## config.mk

```make
export PLATFORM = sky130hd
export DESIGN_NAME = fetch_stage
export DESIGN_NICKNAME = d
export VERILOG_FILES = /design/src/rtl/fetch_stage.sv
export SDC_FILE = /design/constraint.sdc
export NUM_CORES = 1
export LEC_CHECK = 0
export BUFFER_PORTS_ARGS = -buffer_cell sky130_fd_sc_hd__buf_2
export CAP_MARGIN = 20
export CORE_ASPECT_RATIO = 1.5
export CORE_MARGIN = 2
export CORE_UTILIZATION = 46
export CTS_CLUSTER_SIZE = 20
export DETAILED_ROUTE_END_ITERATION = 8
export PLACE_DENSITY = 0.78
export SYNTH_ARGS = -nofsm -noshare
export SYNTH_HDL_FRONTEND = slang
export SYNTH_SLANG_ARGS = --single-unit
export TNS_END_PERCENT = 100
```

## constraint.sdc

```tcl
create_clock -name clk -period 2.07 [get_ports clk]
set_input_delay 0.1035 -clock clk [delete_from_list [all_inputs] [get_ports clk]]
set_output_delay 0.1035 -clock clk [all_outputs]
set_load 0.01 [all_outputs]
```

## src/rtl/fetch_stage.sv

```systemverilog
// IF-stage fetch unit: owns the PC and runs a request/ready handshake with instruction memory.
// Delivers PCPlus4F/InstrF to IF/ID and obeys the same stall/branch/jump controls as IF/ID.
module fetch_stage #(
    parameter logic [31:0] RESET_PC = 32'h0000_0000
) (
    input  logic        clk,
    input  logic        rst,
    input  logic        StallF,
    input  logic        PCSrcD,
    input  logic        JumpD,
    input  logic [31:0] PCBranchD,
    input  logic [31:0] PCJumpD,
    output logic        imem_req,
    output logic [31:0] imem_addr,
    input  logic        imem_ready,
    input  logic [31:0] imem_rdata,
    output logic [31:0] PCF,
    output logic [31:0] PCPlus4F,
    output logic [31:0] InstrF,
    output logic        FetchBusyF
);

    typedef enum logic [1:0] {
        IDLE = 2'd0,
        REQ  = 2'd1,
        HOLD = 2'd2
    } state_t;

    state_t      state;
    logic [31:0] pc;
    logic [31:0] instr_buf;
    logic        redir_pend;
    logic [31:0] redir_tgt;

    logic        redirect;
    logic [31:0] target;
    logic        deliver;

    // Jump wins over branch; targets are always word aligned.
    assign redirect = JumpD | PCSrcD;
    assign target   = JumpD ? {PCJumpD[31:2], 2'b00} : {PCBranchD[31:2], 2'b00};

    // A completed fetch is handed to IF/ID only if no redirect is pending or arriving.
    assign deliver  = (state == REQ) && imem_ready && !(redir_pend || redirect);

    // NOTE: every variable written in always_comb gets a default first, so no path infers a latch.
    always_comb begin
        InstrF = 32'h0000_0000;
        if (deliver) begin
            InstrF = imem_rdata;
        end else if (state == HOLD) begin
            InstrF = instr_buf;
        end
    end

    assign imem_req   = (state == REQ);
    assign imem_addr  = pc;
    assign PCF        = pc;
    assign PCPlus4F   = pc + 32'd4;
    assign FetchBusyF = (state == REQ) && !imem_ready;

    // NOTE: sequential state uses non-blocking assignments so every register samples pre-edge values.
    always_ff @(posedge clk) begin
        if (rst) begin
            state      <= IDLE;
            pc         <= RESET_PC;
            instr_buf  <= 32'h0000_0000;
            redir_pend <= 1'b0;
            redir_tgt  <= 32'h0000_0000;
        end else begin
            case (state)
                IDLE: begin
                    state <= REQ;
                end
                REQ: begin
                    if (!imem_ready) begin
                        // Redirects seen while waiting are remembered; the latest one wins.
                        if (redirect) begin
                            redir_pend <= 1'b1;
                            redir_tgt  <= target;
                        end
                    end else if (redir_pend || redirect) begin
                        pc         <= redirect ? target : redir_tgt;
                        redir_pend <= 1'b0;
                    end else if (StallF) begin
                        instr_buf <= imem_rdata;
                        state     <= HOLD;
                    end else begin
                        pc <= pc + 32'd4;
                    end
                end
                HOLD: begin
                    if (redirect) begin
                        pc    <= target;
                        state <= REQ;
                    end else if (!StallF) begin
                        pc    <= pc + 32'd4;
                        state <= REQ;
                    end
                end
                default: begin
                    state <= IDLE;
                end
            endcase
        end
    end

endmodule

```

==> impl_metrics.ini, run 1 <==
[routing]
via_count = 7964
ant_nets = 0
first_pass_iters = 7
via_per_inst = 6.079
avgRoutedWirePerCell_um = 19.03
drc_errors = 0
drt_iter0_drc = 803
wl_um = 24930

[clock_tree]
clk_pin_slew_ps = 80
cts_tree = yes
insertion_delay_ps = 360
cts.sinks = 99
cts-root-buf = clkbuf_16
cts-buffers-inserted = 9
htree_levels = 3
cts_buffer_depth = 2

[sta]
finalHoldViolCount = 0
drv_slew = 0
period_needed_ps = 2048
fin_worst_skew_ps = 9.396
rsz0062_at_grt = true
fmax_ghz = 0.4883
max-slew-margin-rel_pct = 62.02
min_period_over_period_pct = 98.93
setup_viol = 0
worst_pin_slew_ps = 562.6
setup_slack_ps = 22.12

[layout]
stdcell_count = 1310
fin_nets = 1246
n_antenna_cell = 0
fin_area_mm2 = 0.008935
area_growth_pct = 40.27
mostFrequentLayoutCells = buf_2 (227), buf_4 (126), nand2_1 (114)
drive_above_1_share_pct = 37.98
nFillCells = 1198
final_common_cell = buf_2

[grt]
first_global_vias = 7234
antenna_found_initial = 0
grt_max_degree = 38
overflow = 0
grt_pass1_wl_um = 37380
track_usage_pct = 31.78

[logic_synthesis]
synth-seq-area-share_pct = 31.11
netlist_area_mm2 = 0.006370
syn-num-nets = 965
synthCells = 862
async_flop_share_pct = 0
synth_edf_count = 0
yosysWarnings = 0
synth_seq_cells = 99
synth_cell_type_count = 63
yosys_most_used_dff = dfxtp_1
syn-mean-instance-area_um2 = 7.390

[critical_path]
critical_path_arrival_ps = 1940
cp_slowest_stage_delay_ps = 380
crit_path_start_kind = flip-flop
crit_top_cell = buf_4
crit_buf_inv = 3
cp_cell_sequence = nand4_1, buf_4, nor4_4, buf_4, nand2_2, xnor2_1, buf_2
worstSetupPathType = reg -> out
endpoint_kind = output pin
path_max_fanout = 5
critPathSlowestCell = dfxtp_4
required_ps = 1970
cpLargestDelayFamily = simple AND/OR/NAND/NOR gates

[floorplan]
io-pin-count = 232
start_util_pct = 47.07
die-area_mm2 = 0.01482
die-width_um = 100.1
rows = 52
die_h_um = 148.1
core_mm2 = 0.01353

[placement]
port_buffers = 227
dpl-instance-area_mm2 = 0.008094
post-dp-hpwl_um = 18000
pre_cts_slack_ps = 51.66
dp.cells = 1260
gp_congestion = 0.9714

[power_and_ir_drop]
fin_total_pwr_w = 0.004891
peakVddDrop_uv = 485.2
leakage_nw = 4.079
p_per_area_mw_per_mm2 = 547.4

[job]
maxCapViolations = 0

[status]
status = finished clean

[min_path]
min_path_type = in -> reg
-- per-stage QoR --
stage	hold slack (ps)	setup TNS (ps)	util, %
floorplan	239.5	-9.300	-
finish	7.167	0	66.02
global route	2.331	-252.4	66.02
CTS	1.244	0	64.44
global placement	355.6	0	59.81
detailed placement	362.1	0	59.81
-- state kept, by name, summed over array words and instances (netlist names) --
name	flops
state	2
PCF	32
instr_buf	32
redir_pend	1
redir_tgt	32
-- power by group --
part / leakage (nW) / total (W) / internal [W] / switching [W]
logic: 3.12 / 0.00112 / 0.000483 / 0.000633
registers: 0.813 / 0.00204 / 0.00198 / 0.0000629
clock network: 0.150 / 0.00173 / 0.000888 / 0.000845
-- worst min-delay path, cell delays in order --
cell and delay, ps:
buf_2 100, nand2_1 50, a21oi_1 50
-- synthesized netlist by cell type (all sizes together) (7+ instances only) --
| master | n | area (µm²) |
|---|---|---|
| dfxtp | 99 | 1982 |
| xnor2 | 17 | 148.9 |
| buf | 48 | 319.1 |
| clkbuf | 63 | 237.7 |
| inv | 9 | 33.78 |
| nor4 | 13 | 102.6 |
| o221ai | 8 | 70.07 |
| nor2b | 7 | 43.79 |
| a22oi | 23 | 172.7 |
| a22o | 47 | 411.6 |
| a211oi | 9 | 67.56 |
| xor2 | 23 | 201.4 |
| o31a | 7 | 61.31 |
| a21oi | 83 | 415.4 |
| a31oi | 8 | 50.05 |
| o22ai | 11 | 68.82 |
| nor3 | 22 | 115.1 |
| nand2b | 10 | 62.56 |
| nor2 | 83 | 311.6 |
| nand4 | 14 | 93.84 |
| nand2 | 116 | 435.4 |
| nand3 | 23 | 115.1 |
| o21ai | 44 | 220.2 |
-- worst paths after layout --
kind	to	startpoint	slack, ps	cells after the start
worst min-delay path	instr_buf[10]$_SDFFE_PP0P_	imem_rdata[10]	7	3
worst max register to register	PCF[10]$_SDFFE_PP0P_	PCF[2]$_SDFFE_PP0P_	70	7
worst max-delay path	PCPlus4F[22]	PCF[13]$_SDFFE_PP0P_	20	7
worst min register to register	instr_buf[16]$_SDFFE_PP0P_	instr_buf[16]$_SDFFE_PP0P_	460	2
-- timing repair --
action	CTS	global route
hold buffers	22	0
resized for setup	18	41
pin swaps	4	17
endpoints found under the hold margin	22	0
setup endpoints to repair	10	54
setup buffers	4	8
cloned	0	0
-- kinds of logic after synthesis --
| kind of cell | count (synthesis) | share of synthesized area, % |
|---|---|---|
| AND/OR/NAND/NOR | 317 | 23.43 |
| AO/OA/AOI/OAI | 284 | 30.33 |
| buffers and inverters | 120 | 9.271 |
| flip-flops | 99 | 31.11 |
| XOR/XNOR | 40 | 5.500 |
| multiplexers | 1 | 0.1571 |
| adder cells (fa/ha/maj) | 1 | 0.1964 |
-- area by class of cell --
| cell class | count | area, µm² | area share (%) |
|---|---|---|---|
| multi-input combinational | 643 | 3996 | 44.73 |
| timing repair buffer | 381 | 2387 | 26.72 |
| sequential | 99 | 2011 | 22.50 |
| clock buffer | 10 | 239.0 | 2.675 |
| tap | 162 | 202.7 | 2.269 |
| clock inverter | 6 | 65.06 | 0.7282 |
| inverter | 9 | 33.78 | 0.3781 |
-- layer usage --
| metal | vias up | share of wire (%) | wire length, µm | track usage (%) |
|---|---|---|---|---|
| met5 | - | 0 | 0 | 0 |
| met4 | 0 | 5.3 | 1323 | 15.27 |
| met3 | 91 | 8.0 | 2005 | 4.934 |
| met2 | 505 | 49 | 12320 | 54.93 |
| met1 | 3706 | 37 | 9282 | 38.18 |
| li1 | 3662 | - | - | - |
Power figures use the tool's default switching activity.
==> run 2: changes to the inputs <==
Settings changed: ABC_AREA set to 1, PLACE_DENSITY 0.78 to 0.77.
==> run 2 against run 1 <==
Compared with the run above: global-route usage decreased by 3.1 points; cell count increased by 18%; flip-flop and latch count is the same; clock skew is essentially flat; synthesized cell count is 32% higher; worst hold slack better by 2.0 ps; sequential share of layout area is 0.59 points higher; cell area shrank 3.2%; register-to-register slack improved by 230 ps; critical endpoint is now PCPlus4F[14]; largest cell class unchanged; largest power group unchanged.
==> impl_metrics.ini, run 2 <==
[routing]
via_count = 8136
avgRoutedWirePerCell_um = 14.66
drc_errors = 0
via_per_inst = 5.263
wl_um = 22660
drt_iter0_drc = 573
first_pass_iters = 5
ant_nets = 0

[sta]
max-slew-margin-rel_pct = 59.31
worst_pin_slew_ps = 609.5
finalHoldViolCount = 0
fmax_ghz = 0.5038
fin_worst_skew_ps = 9.507
period_needed_ps = 1985
min_period_over_period_pct = 95.88
drv_slew = 0
setup_viol = 0

[layout]
final_common_cell = nand2_1
fin_nets = 1447
area_growth_pct = 27.79
mostFrequentLayoutCells = nand2_1 (306), buf_2 (227), nor2_1 (194)
drive_above_1_share_pct = 24.02
fin_util_pct = 59.85
stdcell_count = 1546

[critical_path]
rrSetupSlack_ps = 300
endpoint_kind = output pin
worstSetupPathType = reg -> out
required_ps = 1970
crit_path_start_kind = flip-flop
path_max_fanout = 6
critical_path_arrival_ps = 1880

[logic_synthesis]
synth_edf_count = 0
synth_cell_type_count = 30
synth_compound_area_share_pct = 19.36
synthCells = 1137
synth_most_common_cell = nand2_1
synthAdderAreaFrac_pct = 0.1848
netlist_top_cells_count = nand2_1 (307), nor2_1 (201), a21oi_1 (106), dfxtp_1 (99), o21ai_0 (86)
synth-simple-area-share_pct = 37.36
netlist_area_mm2 = 0.006771
post-synth-top-area-cell = dfxtp_1
synth-seq-area-share_pct = 29.27
yosys_most_used_dff = dfxtp_1
yosysWarnings = 0
synth_top_area_share_pct = 29.27
synth.area.mux_share_pct = 0.1478
synth_xor_area_share_pct = 1.811
synth.area.top_cells = dfxtp_1 (29%), nand2_1 (17%), nor2_1 (11%), a21oi_1 (7.8%), o21ai_0 (6.4%)
synth_seq_cells = 99
syn-num-nets = 1240
syn-mean-instance-area_um2 = 5.956
async_flop_share_pct = 0
synth_top_family_by_area = simple AND/OR/NAND/NOR gates

[clock_tree]
cts-buffers-inserted = 9
cts_buffer_depth = 2
htree_levels = 3
cts-root-buf = clkbuf_16
insertion_delay_ps = 350
cts.sinks = 99
clk_pin_slew_ps = 80
cts_tree = yes

[floorplan]
io-pin-count = 232
die_h_um = 152.6
die-width_um = 103.1
rows = 54
start_util_pct = 46.83
die-area_mm2 = 0.01573
core_mm2 = 0.01446

[placement]
dp.cells = 1499
post-dp-hpwl_um = 16120
port_buffers = 227
gp_congestion = 0.9333

[power_and_ir_drop]
fin_total_pwr_w = 0.004994
p_per_area_mw_per_mm2 = 577.2
leakage_nw = 4.187
peakVddDrop_uv = 324.9

[status]
status = finished clean

[min_path]
min_path_type = in -> reg

[grt]
first_global_vias = 7375
antenna_found_initial = 1
grt_pass1_wl_um = 36220
track_usage_pct = 28.64
grt_max_degree = 53
overflow = 0

[job]
maxCapViolations = 0
==> run 2: final timing paths <==
kind	from	endpoint	cells after the start
setup reg to reg	PCF[3]$_SDFFE_PP0P_	PCF[10]$_SDFFE_PP0P_	11
hold reg to reg	redir_tgt[0]$_SDFFE_PP0P_	redir_tgt[0]$_SDFFE_PP0P_	2
setup / recovery	PCF[13]$_SDFFE_PP0P_	PCPlus4F[14]	9
hold / removal	imem_rdata[25]	instr_buf[25]$_SDFFE_PP0P_	3
==> run 2: critical path, stage by stage, from the launching register on <==
cell	delay, ps
dfxtp_1	440
nand2_1	120
nor2_1	210
inv_1	60
nor2_1	100
buf_4	170
xor2_2	160
buf_4	120
inv_1	30
buf_2	120
==> run 2: metrics by stage <==
stage	TNS, ps	cell area, µm²	hold WS, ps	setup WS, ps
3_3_place_gp	0	8004	339.8	227.9
6_report	0	8653	9.151	85.28
4_1_cts	0	8602	3.587	8.313
3_5_place_dp	0	8004	347.5	191.8
2_1_floorplan	0	6771	238.4	203.1
5_1_grt	-16.97	8653	13.60	-14.18
==> run 2: area by class of cell <==
type                    count  area [µm²]
fillers                  1462        5806
multi-input cells         865        4036
flip-flops and latches     99        1998
repair buffers            300        1808
inverters                  69       259.0
well taps                 196       245.2
clock buffers              11       242.7
clock inverters             5       61.31
diodes                      1       2.502
==> run 2: cells by family after synthesis <==
logic type                 count (synthesis)
and+or+nand+nor                          621
AOI/OAI and AO/OA                        228
buffers and inverters                    173
DFF                                       99
xor gates and xnor gates                  14
muxes                                      1
adders and majority gates                  1
==> run 2: per-layer routing <==
layer | vias to the layer above | track usage (%) | routed length [µm]
met5 | - | 0 | 0
met2 | 343 | 47.43 | 11000
met3 | 41 | 3.945 | 1556
met4 | 0 | 12.34 | 761
met1 | 3661 | 36.51 | 9342
li1 | 4091 | - | -
==> run 2: where the power goes <==
| part | switching [W] | internal, W | total [W] | leakage [nW] |
|---|---|---|---|---|
| Sequential | 0.0000877 | 0.00199 | 0.00208 | 0.812 |
| Clock | 0.000776 | 0.000979 | 0.00175 | 0.150 |
| Combinational | 0.000699 | 0.000459 | 0.00116 | 3.23 |
| Total | 0.00156 | 0.00343 | 0.00499 | 4.19 |
==> run 2: what timing repair did <==
item,in CTS,in global routing
pin swaps,0,2
hold buffers,28,0
endpoints found under the setup margin,4,51
setup buffers,0,2
endpoints found under the hold margin,28,0
gates resized for setup,5,16
==> run 3: changes to the inputs <==
Settings changed: CELL_PAD_IN_SITES_DETAIL_PLACEMENT set to 0, CELL_PAD_IN_SITES_GLOBAL_PLACEMENT set to 1, CORE_UTILIZATION 46 to 31, PLACE_DENSITY 0.77 to unset, PLACE_DENSITY_LB_ADDON set to 0.1.
==> run 3 against run 2 <==
Compared with the run above: cell area grew 2.9%; combinational power grew 5%; global-route usage shrank 6.7 points; register-to-register slack lost 70 ps; first-iteration DRC count shrank 12%; clock skew grew 1.8 ps; core utilization shrank 19 points; power grew 0.37%; clock power is essentially flat; die area grew 47%; non-clock buffer count grew 19; critical path type unchanged; highest routed layer unchanged.
==> impl_metrics.ini, run 3 (synthesis gave the netlist of run 2 again) <==
[status]
status = finished clean

[layout]
drive_above_1_share_pct = 25.04
mostFrequentLayoutCells = nand2_1 (306), buf_2 (227), nor2_1 (193)
final_common_cell = nand2_1
n_antenna_cell = 0
fin_area_mm2 = 0.008907
area_growth_pct = 31.54
fin_nets = 1466

[grt]
grt_pass1_wl_um = 40430
overflow = 0
track_usage_pct = 21.94
first_global_vias = 7361
antenna_found_initial = 0
grt_max_degree = 57

[sta]
setup_viol = 0
finalHoldViolCount = 0
fin_worst_skew_ps = 11.31
setup_tns_ps = 0
worst_pin_slew_ps = 631.1
max-slew-margin-rel_pct = 57.86
period_needed_ps = 1963
min_period_over_period_pct = 94.82
fmax_ghz = 0.5095
drv_slew = 0
rsz0062_at_grt = false

[floorplan]
rows = 66
die-width_um = 124.7
io-pin-count = 232
die_h_um = 185.0
die-area_mm2 = 0.02307
core_mm2 = 0.02155
start_util_pct = 31.42

[power_and_ir_drop]
p_per_area_mw_per_mm2 = 562.8
peakVddDrop_uv = 393.0
leakage_nw = 4.273

[routing]
via_count = 7979
wl_um = 25950
drt_iter0_drc = 502
ant_nets = 0
via_per_inst = 4.871
avgRoutedWirePerCell_um = 15.84
drc_errors = 0
first_pass_iters = 7

[clock_tree]
cts-root-buf = clkbuf_16
cts-buffers-inserted = 9
cts.sinks = 99
insertion_delay_ps = 360
htree_levels = 3
clk_pin_slew_ps = 70
cts_tree = yes
cts_buffer_depth = 2

[critical_path]
worstSetupPathType = reg -> out
rr_worst_depth = 7
crit_path_start_kind = flip-flop
critical_path_arrival_ps = 1860
required_ps = 1970
path_max_fanout = 6
endpoint_kind = output pin

[placement]
port_buffers = 227
dpl-instance-area_mm2 = 0.008199
gp_congestion = 0.8173
post-dp-hpwl_um = 18880

[job]
maxCapViolations = 0

[min_path]
holdPathStages = 3
min_path_type = in -> reg
[run 3: cell count changes in the layout (fill, tap and decap cells not counted), sizes merged]
cell         delta
buf            +16
dlygate4sd3     +3
clkinv          -1
diode           -1
inv             -1
[run 3: worst paths after layout]
path                          endpoint  slack [ps]                      start
min reg2reg  redir_tgt[1]$_SDFFE_PP0P_         440  redir_tgt[1]$_SDFFE_PP0P_
max                       PCPlus4F[16]         110       PCF[14]$_SDFFE_PP0P_
min          instr_buf[0]$_SDFFE_PP0P_          20              imem_rdata[0]
max reg2reg       PCF[23]$_SDFFE_PP0P_         230      state[1]$_SDFFE_PP0P_
[run 3: worst max-delay path: stages (launching register included)]
cell and delay, ps:
dfxtp_2 400, nand2_1 140, nor2_2 160, nand2_1 70, nor2_1 80, buf_4 150
xor2_1 200, buf_4 140, inv_1 30, buf_2 120
[run 3: routing by layer]
layer | track usage (%) | vias up | routed length (µm)
met3 | 3.640 | 24 | 1466
met1 | 27.80 | 3608 | 11380
met4 | 6.517 | 0 | 494
li1 | - | 4120 | -
met2 | 38.25 | 227 | 12610
met5 | 0 | - | 0
[run 3: stage by stage]
step / worst slack, ps / cells / power (W) / hold WS, ps / util [%]
after floorplan: 203.1 / 1137 / 0.002814 / 238.4 / -
after global placement: 188.8 / 1590 / 0.003278 / 340.5 / 38.04
after detailed placement: 171.8 / 1590 / 0.003281 / 348.9 / 38.04
after CTS: 3.882 / 1636 / 0.005080 / 1.495 / 40.91
after global routing: 1.674 / 1638 / 0.005304 / 12.51 / 41.33
final: 107.2 / 1638 / 0.005013 / 18.56 / 41.33
[run 3: final cells by class]
cell class              count  area (µm²)
repair buffers            319        1946
clock inverters             3       40.04
fillers                  2399       12650
multi-input cells         865        4073
flip-flops and latches     99        2007
inverters                  69       259.0
well taps                 272       340.3
clock buffers              11       242.7
[run 3: power by group]
group | total [W] | leakage [nW] | internal, W | switching (W)
Clock | 0.00172 | 0.141 | 0.000955 | 0.000766
Sequential | 0.00208 | 0.813 | 0.00199 | 0.0000841
Combinational | 0.00122 | 3.32 | 0.000486 | 0.000731
[run 3: repair_timing]
item                                   4_1_cts  5_1_grt
gates resized for setup                      8       22
setup endpoints to repair                    6       49
setup buffers                                1        2
endpoints found under the hold margin       31        0
hold buffers                                31        0
pin swaps                                    0        2
